===== src/rtl/spi_pkg.sv =====
// Shared SPI definitions: master FSM states and command opcodes.
package spi_pkg;

    typedef enum logic [3:0] {
        IDLE,
        CMD,
        ADDR,
        WDATA,
        WAIT_RDY,
        RDATA,
        WAIT_DONE,
        RESP,
        ERR
    } spi_state_e;

    localparam logic SPI_OP_WR = 1'b1;
    localparam logic SPI_OP_RD = 1'b0;

endpackage


===== src/rtl/spi_shifter.sv =====
// LSB-first byte shifter with bit counter: parallel load and shift-out on sout,
// serial capture from sin entering at the MSB.
module spi_shifter #(
    parameter int unsigned WIDTH = 8,
    parameter int unsigned CNT_W = $clog2(WIDTH + 1)
) (
    input  logic             clk,
    input  logic             rst,
    input  logic             load,
    input  logic [WIDTH-1:0] load_data,
    input  logic             shift,
    input  logic             sin,
    input  logic             cnt_clr,
    input  logic             cnt_inc,
    output logic             sout,
    output logic [WIDTH-1:0] data,
    output logic [CNT_W-1:0] cnt
);

    logic [WIDTH-1:0] sh_q;
    logic [CNT_W-1:0] cnt_q;

    // Shift register; load takes priority over shift.
    always_ff @(posedge clk) begin
        if (rst) begin
            sh_q <= '0;
        end else if (load) begin
            sh_q <= load_data;
        end else if (shift) begin
            sh_q <= {sin, sh_q[WIDTH-1:1]};
        end
    end

    // Bit counter, restarted by a load or an explicit clear.
    always_ff @(posedge clk) begin
        if (rst || load || cnt_clr) begin
            cnt_q <= '0;
        end else if (cnt_inc) begin
            cnt_q <= cnt_q + 1'b1;
        end
    end

    assign sout = sh_q[0];
    assign data = sh_q;
    assign cnt  = cnt_q;

endmodule


===== src/rtl/spi_master_ctrl.sv =====
// Host-side SPI master: one request per handshake, serialises cmd/addr/data,
// captures read data, waits for slave completion and pulses a response.
module spi_master_ctrl
    import spi_pkg::*;
#(
    parameter int unsigned ADDR_W  = 8,
    parameter int unsigned DATA_W  = 8,
    parameter int unsigned TIMEOUT = 64
) (
    input  logic              clk,
    input  logic              rst,
    input  logic              req_valid,
    output logic              req_ready,
    input  logic              req_wr,
    input  logic [ADDR_W-1:0] req_addr,
    input  logic [DATA_W-1:0] req_wdata,
    output logic              rsp_valid,
    output logic [DATA_W-1:0] rsp_rdata,
    output logic              rsp_err,
    output logic              cs,
    output logic              mosi,
    input  logic              miso,
    input  logic              slv_ready,
    input  logic              slv_done
);

    localparam int unsigned SH_W  = (ADDR_W > DATA_W) ? ADDR_W : DATA_W;
    localparam int unsigned CNT_W = $clog2(SH_W + 1);
    localparam int unsigned TMO_W = $clog2(TIMEOUT + 1);

    spi_state_e        state_q, state_d;
    logic              wr_q;
    logic [DATA_W-1:0] wdata_q;
    logic [TMO_W-1:0]  tmo_q;
    logic              tmo_clr, tmo_hit, accept;

    logic              sh_load, sh_shift, cnt_clr, cnt_inc, sh_sout;
    logic [SH_W-1:0]   sh_load_data, sh_data;
    logic [CNT_W-1:0]  cnt;

    logic              mosi_d, cs_d, req_ready_d, rsp_valid_d, rsp_err_d;
    logic [DATA_W-1:0] rsp_rdata_d;

    // The address is held only in the shifter; write data waits in wdata_q until ADDR ends.
    spi_shifter #(
        .WIDTH (SH_W),
        .CNT_W (CNT_W)
    ) u_shifter (
        .clk       (clk),
        .rst       (rst),
        .load      (sh_load),
        .load_data (sh_load_data),
        .shift     (sh_shift),
        .sin       (miso),
        .cnt_clr   (cnt_clr),
        .cnt_inc   (cnt_inc),
        .sout      (sh_sout),
        .data      (sh_data),
        .cnt       (cnt)
    );

    assign tmo_hit = (tmo_q == TMO_W'(TIMEOUT - 1));

    // Next state, shifter control and next value of every registered output.
    always_comb begin
        state_d      = state_q;
        accept       = 1'b0;
        sh_load      = 1'b0;
        sh_load_data = '0;
        sh_shift     = 1'b0;
        cnt_clr      = 1'b0;
        cnt_inc      = 1'b0;
        tmo_clr      = 1'b0;
        mosi_d       = 1'b0;
        unique case (state_q)
            IDLE: begin
                if (req_valid && req_ready) begin
                    accept       = 1'b1;
                    state_d      = CMD;
                    sh_load      = 1'b1;
                    sh_load_data = SH_W'(req_addr);
                    mosi_d       = req_wr;
                end
            end
            CMD: begin
                // mosi is registered, so each cycle presents the bit for the next one.
                state_d  = ADDR;
                mosi_d   = sh_sout;
                sh_shift = 1'b1;
                cnt_clr  = 1'b1;
            end
            ADDR: begin
                if (cnt == CNT_W'(ADDR_W - 1)) begin
                    cnt_clr = 1'b1;
                    if (wr_q == SPI_OP_WR) begin
                        // Bit 0 goes straight out; the shifter holds the rest.
                        state_d      = WDATA;
                        sh_load      = 1'b1;
                        sh_load_data = SH_W'(wdata_q >> 1);
                        mosi_d       = wdata_q[0];
                    end else begin
                        state_d = WAIT_RDY;
                        tmo_clr = 1'b1;
                    end
                end else begin
                    mosi_d   = sh_sout;
                    sh_shift = 1'b1;
                    cnt_inc  = 1'b1;
                end
            end
            WDATA: begin
                if (cnt == CNT_W'(DATA_W - 1)) begin
                    state_d = WAIT_DONE;
                    tmo_clr = 1'b1;
                    cnt_clr = 1'b1;
                end else begin
                    mosi_d   = sh_sout;
                    sh_shift = 1'b1;
                    cnt_inc  = 1'b1;
                end
            end
            WAIT_RDY: begin
                if (slv_ready) begin
                    state_d = RDATA;
                    cnt_clr = 1'b1;
                end else if (slv_done || tmo_hit) begin
                    state_d = ERR;
                end
            end
            RDATA: begin
                sh_shift = 1'b1;
                if (cnt == CNT_W'(DATA_W - 1)) begin
                    state_d = WAIT_DONE;
                    tmo_clr = 1'b1;
                    cnt_clr = 1'b1;
                end else begin
                    cnt_inc = 1'b1;
                end
            end
            WAIT_DONE: begin
                if (slv_done) begin
                    state_d = RESP;
                end else if (tmo_hit) begin
                    state_d = ERR;
                end
            end
            RESP, ERR: begin
                state_d = IDLE;
            end
            default: begin
                state_d = IDLE;
            end
        endcase

        cs_d        = state_d inside {CMD, ADDR, WDATA, WAIT_RDY, RDATA, WAIT_DONE};
        req_ready_d = (state_d == IDLE);
        rsp_valid_d = (state_d == RESP) || (state_d == ERR);
        rsp_err_d   = (state_d == ERR);
        rsp_rdata_d = '0;
        if (state_d == RESP && wr_q == SPI_OP_RD) begin
            // Captured bits enter at the MSB, so the byte sits at the top of the shifter.
            rsp_rdata_d = sh_data[SH_W-1 -: DATA_W];
        end
    end

    // State, request latches, timeout counter and registered outputs.
    always_ff @(posedge clk) begin
        if (rst) begin
            state_q   <= IDLE;
            wr_q      <= 1'b0;
            wdata_q   <= '0;
            tmo_q     <= '0;
            req_ready <= 1'b0;
            rsp_valid <= 1'b0;
            rsp_err   <= 1'b0;
            rsp_rdata <= '0;
            cs        <= 1'b0;
            mosi      <= 1'b0;
        end else begin
            state_q   <= state_d;
            req_ready <= req_ready_d;
            rsp_valid <= rsp_valid_d;
            rsp_err   <= rsp_err_d;
            rsp_rdata <= rsp_rdata_d;
            cs        <= cs_d;
            mosi      <= mosi_d;
            if (accept) begin
                wr_q    <= req_wr;
                wdata_q <= req_wdata;
            end
            if (tmo_clr) begin
                tmo_q <= '0;
            end else if ((state_q == WAIT_RDY || state_q == WAIT_DONE) &&
                         tmo_q != TMO_W'(TIMEOUT)) begin
                tmo_q <= tmo_q + 1'b1;
            end
        end
    end

endmodule


===== config.mk =====
export PLATFORM = sky130hd
export DESIGN_NAME = spi_master_ctrl
export DESIGN_NICKNAME = d
export VERILOG_FILES = /design/src/rtl/spi_pkg.sv /design/src/rtl/spi_shifter.sv /design/src/rtl/spi_master_ctrl.sv
export SDC_FILE = /design/constraint.sdc
export NUM_CORES = 1
export LEC_CHECK = 0
export ABC_AREA = 1
export CAP_MARGIN = 25
export CELL_PAD_IN_SITES_DETAIL_PLACEMENT = 2
export CELL_PAD_IN_SITES_GLOBAL_PLACEMENT = 2
export CORE_UTILIZATION = 29
export DETAILED_ROUTE_END_ITERATION = 8
export GPL_ROUTABILITY_DRIVEN = 0
export PLACE_DENSITY = 0.76
export SLEW_MARGIN = 20
export SYNTH_ARGS = -nofsm -noshare
export SYNTH_HDL_FRONTEND = slang
export SYNTH_HIERARCHICAL = 1
export SYNTH_SLANG_ARGS = --single-unit

===== constraint.sdc =====
create_clock -name clk -period 2.2 [get_ports clk]
set_clock_uncertainty 0.2 [all_clocks]
set_input_delay 0.22 -clock clk [delete_from_list [all_inputs] [get_ports clk]]
set_output_delay 0.22 -clock clk [all_outputs]
set_load 0.01 [all_outputs]

## After elaboration in Yosys (flattened, before gate mapping)

Index checks and enable logic that the tools add are counted.

- Reductions and logical operators: 18
- Div/mod/pow operators: 0
- Magnitude comparators: 0
- Eq/ne operators: 17
- Multiplexer cells: 34
- Shifts and indexed selects: 0
- Add/sub/neg operators: 2
- Bitwise gates (word level): 2
- $mul: 0

Operators with widths:

| cell | number |
|---|---|
| equality test 4 x 3 -> 1 bit (second input constant) | 8 |
| 2-to-1 mux 4 bit | 7 |
| 2-to-1 mux 8 bit | 3 |
| one-hot mux 4 bit (6 select lines) | 1 |
| equality test 4 x 2 -> 1 bit (second input constant) | 4 |
| one-hot mux 8 bit (2 select lines) | 1 |
| 2-to-1 mux 1 bit | 14 |
| 2-to-1 mux 7 bit | 2 |
| OR reduction 2 bit | 5 |
| equality test 4 x 1 -> 1 bit (second input constant) | 2 |
| zero test 4 bit | 2 |
| adder 7 x 1 -> 7 bit (second input constant) | 1 |
| equality test 7 x 6 -> 1 bit (second input constant) | 1 |
| != test 7 bit (second input constant) | 1 |
| one-hot mux 1 bit (2 select lines) | 3 |
| nonzero test 6 bit | 1 |
| logical OR 1 bit | 5 |
| adder 4 x 1 -> 4 bit (second input constant) | 1 |
| equality test 4 bit (second input constant) | 1 |
| one-hot mux 1 bit (4 select lines) | 1 |
| logical AND 1 bit | 3 |
| 2-to-1 mux 3 bit | 1 |
| one-hot mux 1 bit (3 select lines) | 1 |
| OR reduction 3 bit | 1 |
| 2 further kinds | 3 |

- ROM bits: 0
- Flip-flop bits (word level): 45
- Bits of input ports: 23
- Latch bits: 0
- Logic and storage cells: 85
- RAM bits: 0
- Memories: 0

## Longest topological paths before layout

- Depth after elaboration: 9
- Gate-level depth with buffers: 13
- Mapped depth without buffers: 12

## Cells and area by module

Netlist, hierarchy kept.

Modules (own cells, without submodules):

| module | cells each | area each (um^2) | times used |
|---|---|---|---|
| spi_master_ctrl | 239 | 1,614.0 | 1 |
| spi_shifter | 89 | 594.3 | 1 |

## Worst setup path before layout

No wires, ideal clock.

- Kind: reg-to-reg
- Start: register state_q[0]
- End: register u_shifter.sh_q[2] (netlist: u_shifter/data[2])
- Slack: 0.462 ns
- Data arrival time: 1.422 ns
- Library setup time: 0.116 ns
- Cell stages (with the launch flop): 12
- Data required time: 1.884 ns
- Path through: dfxtp_1 -> inv_2 -> nand2_2 -> nor2_1 -> nand2_2 -> buf_6 -> buf_4 -> nand2_1 -> nor2_2 -> inv_1 -> nand2_1 -> a21oi_1

- Elaborated cells between the ends (all ways): 12

RTL lines:

| item | RTL line | RTL |
|---|---|---|
| start: declaration | spi_master_ctrl.sv:31 | `spi_state_e state_q, state_d;` |
| start signal: assignment | spi_master_ctrl.sv:180 | `state_q <= state_d;` |
| equality test 4 x 2 -> 1 bit / zero test 4 bit (equally long branches) | spi_master_ctrl.sv:75 | `unique case (state_q)` |
| one-hot mux 1 bit (2 select lines) (*) | spi_master_ctrl.sv:75 |  |
| net sh_load | spi_master_ctrl.sv:37 | `logic sh_load, sh_shift, cnt_clr, cnt_inc, sh_sout;` |
| 2-to-1 mux 8 bit / nonzero test 2 bit (equally long branches) | - |  |
| end signal: assignment | spi_shifter.sv:28 | `sh_q <= load_data;` |
| end signal: assignment | spi_shifter.sv:30 | `sh_q <= {sin, sh_q[WIDTH-1:1]};` |
| end: declaration | spi_shifter.sv:20 | `logic [WIDTH-1:0] sh_q;` |

The timed path passes the listed nets; every way through them passes the cells marked *.
A chain may end at the register's enable or synchronous reset.

## Worst setup path in the final report

- Start: register state_q[1]
- End: register u_shifter.cnt_q[3] (netlist: u_shifter/cnt[3])

- Word-level cells in the longest chain between the ends: 4
- Elaborated cells between the ends (all ways): 12

RTL lines:

| item | RTL line | RTL |
|---|---|---|
| equality test 4 x 2 -> 1 bit / zero test 4 bit (equally long branches) | spi_master_ctrl.sv:75 |  |
| one-hot mux 1 bit (2 select lines) (*) | spi_master_ctrl.sv:75 |  |
| net sh_load | spi_master_ctrl.sv:37 |  |
| logical OR 1 bit (*) (2 in series) | spi_shifter.sv:36 | `if (rst \|\| load \|\| cnt_clr) begin` |
| end signal: assignment | spi_shifter.sv:39 | `cnt_q <= cnt_q + 1'b1;` |
| end: declaration | spi_shifter.sv:21 | `logic [CNT_W-1:0] cnt_q;` |

Marks and branches as above.

==> metrics.txt <==
Peak Freq between 0.5 and 0.6 GHz; fin crit share 0.873; WL final 6370 um; Die Span Y between 80 and 90 um; drt pass-1 iters 4; initial antenna violation count 0; status complete, no violations; layout cells sized above 1 0.0976; Worst Path Arrival around 1900 ps; io pins 36; cell count of the worst reg-to-reg path 10; setup violators final 0; Yosys top cell by area dfxtp_1; Hold Violations, Final 0; Root Buffer clkbuf_8; cell leakage power 0.00117 uW; first-pass GRT wire length roughly 11000 um; total gr overflow 0; Die Wd about 89 um; Max VDD drop about 0.00028 V; largest net degree at the start of global routing 18; DP Wirelength ~5000 um; final total power around 1700 uW; Tmin final 1920 ps; top post-synthesis cells by area dfxtp_1, nand2_1, inv_1; CP max FO 9; clock net sink count 45; GRT Overall Usage 0.176; Via density roughly 4.6; Initial Util 0.303; First DRT Iteration DRCs 63; standard-cell rows 31; layout overhead on the synthesized area 26.6%; antenna diode count 0; Setup TNS 0 ps; Hold Crit Depth 2; Post-synth ARST share 0; RSZ-0062 raised after global routing false; end of the critical path u_shifter/cnt[3]; routed vias 2135; count leader, synth nand2_1; CTS tree built; Reg2Reg Setup Slack 280 ps; Synth top cells by count nand2_1, inv_1, dfxtp_1; # DRC 0; # H-tree levels 2; Mean Syn Cell Area 6.73 um2; Synth top area share 0.408; startpoint types flop; synthesized area between 2000 and 2500 um2; NumNets Final 394; vias in the first global route around 2200; worst-margin pin slew roughly 530 ps; Setup Fix Bufs, Post-CTS 0; slew margin rel. 0.647; CTS Buf Count 5; clk_lat worst skew roughly 300 ps; total core area 7290 um2; P per Cell Area between 600 and 700 nW/um2; post-CTS resize count 0; Yosys cell types 27; ys flop type dfxtp_1; DR WL/cell 13.6 um; crit path kind reg2reg; sequential share of the synthesized area 0.408; hold_buf cts 0; Fill cells 910; maximum clock insertion buffer count 2; ANT nets after route 0; worst setup path startpoint state_q[1]; Crit. End Element flop; Ys Warns 6; max-slew violation count 0; CP required 2190 ps; FF-to-FF Start state_q[1]; Cells after Synth 328; MaxCap Viol Count 0; number of buffers added on ports 35; hold crit path type reg2reg; CTS clk-pin slew, worst paths about 90 ps; synthesized net count roughly 350; reg2reg end u_shifter/cnt[3]; Yosys reg bits 45; EDFF count, synth 0; Die ar. between 7000 and 8000 um2
flip-flops by register name, summed over array words and instances, names as in the netlist, 4 cells and up:
name,cells
tmo_q,7
u_shifter/data,8
state_q,4
rsp_rdata,8
wdata_q,8
u_shifter/cnt,4
worst max-delay path, stage by stage, from the launching register on:
cell	delay, ps
dfxtp_1	450
nand2_1	130
nor2_2	240
nand3_2	110
nand2_1	220
buf_12	160
nor2_4	40
nand2_2	120
inv_2	40
nand2_1	60
nor2_1	40
layer usage:
| metal | vias up | part of all wire | track usage | wire length [um] |
|---|---|---|---|---|
| met2 | 23 | 0.44 | 0.276 | 2830 |
| met5 | - | 0 | 0 | 0 |
| met4 | 0 | 0.0058 | 0.0303 | 37 |
| met3 | 5 | 0.019 | 0.0277 | 119 |
| li1 | 1091 | - | - | - |
| met1 | 1016 | 0.53 | 0.257 | 3380 |
logic make-up (layout without fill, tap and decap cells):
logic type | after synthesis | in the layout | synth area share
AO/OA/AOI/OAI | 46 | 46 | 0.109
XOR/XNOR | 4 | 4 | 0.0159
adder cells (fa/ha/maj) | 3 | 3 | 0.0170
buffers and inverters | 60 | 101 | 0.113
flip-flops | 45 | 45 | 0.408
AND/OR/NAND/NOR | 170 | 170 | 0.337
power by group:
group / internal [uW] / total (uW) / switching (uW)
clock: 371 / 658 / 287
sequential: 838 / 854 / 15.3
combinational: 83.7 / 189 / 105
cell type report:
class	count	area [um2]	area share
clock buffer	7	86.3	0.0309
clock inverter	1	30.0	0.0107
inverter	54	205	0.0734
multi-input combinational	223	1060	0.378
sequential	45	901	0.322
tap	99	124	0.0443
timing repair buffer	39	393	0.140
worst min path at each step:
stage / startpoint / end
2_1_floorplan: rst / u_shifter/data[1]
3_3_place_gp: wdata_q[2] / wdata_q[2]
3_5_place_dp: u_shifter/data[3] / rsp_rdata[3]
4_1_cts: u_shifter/data[3] / rsp_rdata[3]
5_1_grt: u_shifter/data[3] / rsp_rdata[3]
6_report: wdata_q[5] / wdata_q[5]
cell usage in the layout, fill, tap and decap left out, types with 2 or more instances in the layout:
cell type / Yosys / final
inv_1: 48 / 48
o21ai_2: 2 / 2
buf_4: 2 / 3
clkdlybuf4s50_1: 0 / 35
a21oi_1: 25 / 25
ha_1: 3 / 3
dfxtp_1: 45 / 45
o21ai_0: 17 / 17
inv_2: 4 / 4
nor2_4: 2 / 2
nand3_1: 15 / 15
nand2_2: 6 / 6
nor2_1: 36 / 36
xor2_1: 3 / 3
nand4_1: 4 / 4
nand2_1: 93 / 93
clkbuf_8: 0 / 6
nor2_2: 7 / 7
nand3_2: 2 / 2
nor3_1: 3 / 3
metrics by stage:
stage / setup WS (ps) / cell area, um2 / cells / hold WS, ps / util
CTS: 271 / 2800 / 468 / 264 / 0.383
global route: 97.4 / 2800 / 468 / 277 / 0.383
global placement: 275 / 2680 / 460 / 238 / 0.368
detailed placement: 246 / 2680 / 460 / 251 / 0.368
floorplan: 462 / 2210 / 328 / 89.1 / -
finish: 279 / 2800 / 468 / 259 / 0.383
Power figures use the tool's default switching activity.
==> variant 1, RTL diff (same flow settings) <==
The output `rsp_err` loses its register stage (`rsp_err` becomes a continuous assignment).
--- a/src/rtl/spi_master_ctrl.sv
+++ b/src/rtl/spi_master_ctrl.sv
@@ -173,5 +173,4 @@
             req_ready <= 1'b0;
             rsp_valid <= 1'b0;
-            rsp_err   <= 1'b0;
             rsp_rdata <= '0;
             cs        <= 1'b0;
@@ -181,5 +180,4 @@
             req_ready <= req_ready_d;
             rsp_valid <= rsp_valid_d;
-            rsp_err   <= rsp_err_d;
             rsp_rdata <= rsp_rdata_d;
             cs        <= cs_d;
@@ -198,4 +196,6 @@
     end
 
+    assign rsp_err = rsp_err_d;
+
 endmodule
 
Formal check against the unedited RTL: same outputs for any inputs over 10 cycles, from zero or initial values and one cycle with rst high; that may be too few to reach the edited logic, so the function may still have changed.
==> variant 1 against the original RTL <==
  * Non-clock buffer count is 7 higher
  * Worst hold slack worse by 0.0051 ns
  * Sequential cell count is 1 lower
  * Cell area increased by 2.3%
  * Fmax is 6.9% lower
  * Register-to-register slack worse by 0.099 ns
  * Count of clock-buffer cells in the layout down 1
  * Power rose by 0.41%
  * Area after synthesis fell by 0.45%
  * Die area is 0.45% lower
  * Setup slack worse by 0.14 ns
  * Wire length is 5.8% higher
  * Critical endpoint is now rsp_err
  * Largest cell class unchanged
==> variant 1: results (changes against the original RTL) <==
multi-input gates 222 (-0.45%); met3 wire len 160 um (+34%); Core Area 0.00729 mm2 (unchanged); hold endpoint rsp_rdata[2]; clk buf depth 2 (unchanged); RR Endpoint u_shifter/data[3]; Max IR drop VDD 0.244 mV (-14%); CP Max Fanout 5 (-4); fillers 891 (-2.1%); Distinct cells, synth 29 (+7.4%); Layout clock area frac 4.24% (+0.082 points); Synth area leaders dfxtp_1, nand2_1, inv_1; Layout Nets 399 (+1.3%); non-clock inverter count 54 (unchanged); M1 wire length 3160 um (-6.6%); fraction of area in multi-input gates 38.3% (+0.47 points); Static Leak 1.22 nW (+4.0%); clkbuf count 6 (-1); largest net degree at the start of global routing 17 (-1); Worst Hold Class flop to flop; CTS Buf Count 5 (unchanged); sequential share of the synthesized area 40.1% (-0.72 points); Syn Nets 351 (-0.85%); hold path start u_shifter/data[2]; Post-synth top cells nand2_1, inv_1, dfxtp_1; met3 usage 3.42% (+0.65 points); met2 WL 3350 um (+18%); first-pass GRT wire length 11100 um (+3.8%); met2 usage 33.6% (+6.0 points); Slew @ Worst Pin 0.351 ns (-0.178 ns); Non-clock buffer share 15.1% (+1.0 points); setup bufs post-CTS 0 (unchanged); gr usage total 18.7% (+1.2 points); vias in the first global route 2220 (+1.1%); Worst Hold Slack 0.254 ns (-0.00507 ns); Starting DRT DRC Count 40 (-37%); Vias/cell 4.59 (+0.52%); layout cells sized above 1 13.9% (+4.1 points); status completed; Seq cells post-synth 44 (-2.2%); register area 883 um2 (-1.9%); Largest cell class multi-input combinational cells; post-DR wirelength/cell 14.2 um (+4.7%); dpl hpwl 5350 um (+5.9%); grt met1 use 23.4% (-2.3 points); number of buffers outside the clock class in the layout 46 (+18%); reg2reg setup slack 0.18 ns (-0.10 ns); R2R cell count 9 (-1)
## variant 1: what timing repair did
item | 4_1_cts | 5_1_grt
hold endpoints to repair | 0 | 0
setup endpoints to repair | 1 | 2
gates resized for setup | 3 | 3
## variant 1: power by group
group	total [mW]	switching, mW	internal (mW)
logic	0.198	0.110	0.0885
registers	0.836	0.0154	0.821
clock network	0.673	0.301	0.372
total	1.71	0.426	1.28
## variant 1: metrics by stage
stage / instances / util (%) / worst slack, ns / cell area (um2) / power [mW]
after detailed placement: 465 / 37.3 / 0.0578 / 2720 / 1.05
final: 473 / 39.2 / 0.137 / 2860 / 1.71
after floorplan: 325 / - / 0.416 / 2200 / 0.952
after CTS: 473 / 39.0 / 0.0347 / 2850 / 1.73
after global placement: 465 / 37.3 / 0.136 / 2720 / 1.05
after global routing: 473 / 39.2 / 0.00418 / 2860 / 1.78
## variant 1: worst max-delay path by stage
stage	from	endpoint	slack, ns
floorplan	state_q[1]	u_shifter/data[2]	0.42
global placement	tmo_q[0]	rsp_err	0.14
detailed placement	tmo_q[0]	rsp_err	0.06
CTS	tmo_q[1]	rsp_err	0.03
global route	tmo_q[0]	rsp_err	0.004
finish	tmo_q[0]	rsp_err	0.14
## variant 1: logic make-up (layout without fill, tap and decap cells)
group | after synthesis | in the layout | synth area share (%)
buffers and inverters | 59 | 108 | 10.8
adders and majority gates | 3 | 3 | 1.71
AOI/OAI and AO/OA | 47 | 47 | 11.2
xor gates and xnor gates | 3 | 3 | 1.20
and+or+nand+nor | 169 | 169 | 35.1
DFF | 44 | 44 | 40.1
## variant 1: worst max-delay path, cell delays in order, from the launching register on
cell and delay (ns):
dfxtp_2 0.38, ha_4 0.16, nand2_2 0.09, nor2_8 0.10, nand2_2 0.09, nand2_1 0.07, nand3_1 0.06, nand2_1 0.11
dlygate4sd2_1 0.27
==> variant 2, RTL diff (same settings) <==
Without the edit above. `ADDR_W`: 8 -> 9.
--- a/src/rtl/spi_master_ctrl.sv
+++ b/src/rtl/spi_master_ctrl.sv
@@ -4,5 +4,5 @@
     import spi_pkg::*;
 #(
-    parameter int unsigned ADDR_W  = 8,
+    parameter int unsigned ADDR_W  = 9,
     parameter int unsigned DATA_W  = 8,
     parameter int unsigned TIMEOUT = 64
Ports: changed (resized req_addr); port bits go from 36 to 37. No check against the original RTL was run, so the function may have changed too.
==> variant 2 against the original RTL <==
  * Area after synthesis grew 1.7%
  * Sequential cell count grew 1
  * Wire length grew 3.0%
  * Die area grew 1.7%
  * Cell area grew 3.8%
  * Sequential power grew 3.3%
  * Power grew 11%
  * Setup slack gained 0.024 ns
  * Critical path type unchanged
  * Critical endpoint unchanged
  * Largest power group unchanged
==> variant 2: results (changes against the original RTL) <==
clk slew on worst S/H paths 0.08 ns; Syn Nets 366 (+3.4%); relative slew slack 76.9% (+12 points); status completed; Max IR drop VDD 0.253 mV (-11%); layout cells sized above 1 8.29% (-1.5 points); first-pass GRT wire length 11400 um (+7.1%); gr usage total 17.3% (-0.23 points); number of buffers added on ports 36 (+2.9%); R2R cell count 11 (+1); launch point of the worst path u_shifter/cnt[1]; Layout Nets 412 (+4.6%); vias in the first global route 2430 (+11%); Starting DRT DRC Count 36 (-43%); Pre-antenna DRT Iters 4 (unchanged); reg2reg setup slack 0.30 ns (+0.02 ns); hold path start wdata_q[2]; Static Leak 1.25 nW (+6.5%); final WL 6560 um (+3.0%); hold endpoint wdata_q[2]; largest net degree at the start of global routing 21 (+3); GRT overflow 0 (unchanged); CP arrival 1.89 ns (-0.02 ns); dpl hpwl 5130 um (+1.5%); via count 2248 (+5.3%); Largest stage delay, worst path 0.37 ns (-0.08 ns)
==> variant 2: cell types whose count changed in the layout (fill, tap and decap cells not counted), moves of 2 or more <==
| cell | delta |
|---|---|
| nand3_2 | -2 |
| nand3_1 | +5 |
| buf_4 | +7 |
| a31oi_1 | +2 |
| inv_1 | +10 |
| nor2_2 | -4 |
| nand4_1 | +3 |
| o21ai_2 | -2 |
| nand2_2 | -4 |
==> variant 2: worst min-delay path, stage by stage (launching register included) <==
cell and delay [ns]:
dfxtp_1 0.30, inv_1 0.06, a21oi_1 0.05
==> variant 2: per-stage QoR <==
step | worst slack [ns] | instance area, um2 | instances | hold slack [ns]
final | 0.303 | 2900 | 485 | 0.255
after floorplan | 0.272 | 2250 | 339 | 0.0891
after CTS | 0.129 | 2900 | 484 | 0.258
after global routing | 0.0861 | 2900 | 485 | 0.277
after global placement | 0.213 | 2750 | 476 | 0.236
after detailed placement | 0.163 | 2750 | 476 | 0.244
==> variant 2: what timing repair did <==
action	in CTS	in global routing
buffers inserted	0	1
gates resized for setup	0	0
hold endpoints to repair	0	0
setup endpoints to repair	0	8
==> variant 2: report_power, final <==
group	switching, mW	total [mW]	internal, mW
Combinational	0.121	0.219	0.0979
Sequential	0.0184	0.882	0.864
Clock	0.301	0.786	0.485
==> variant 2: layout make-up <==
class	instances	area [um2]
clock buffers	6	82.6
clock inverters	2	60.1
fillers	897	4470
inverters	64	240
multi-input cells	222	1040
flip-flops and latches	46	921
well taps	99	124
repair buffers	46	435
==> variant 2: per-layer routing <==
metal	routed length (um)	track usage, %
met1	3160	22.1
met2	3160	30.2
met3	190	3.21
met4	44	4.03
met5	0	0
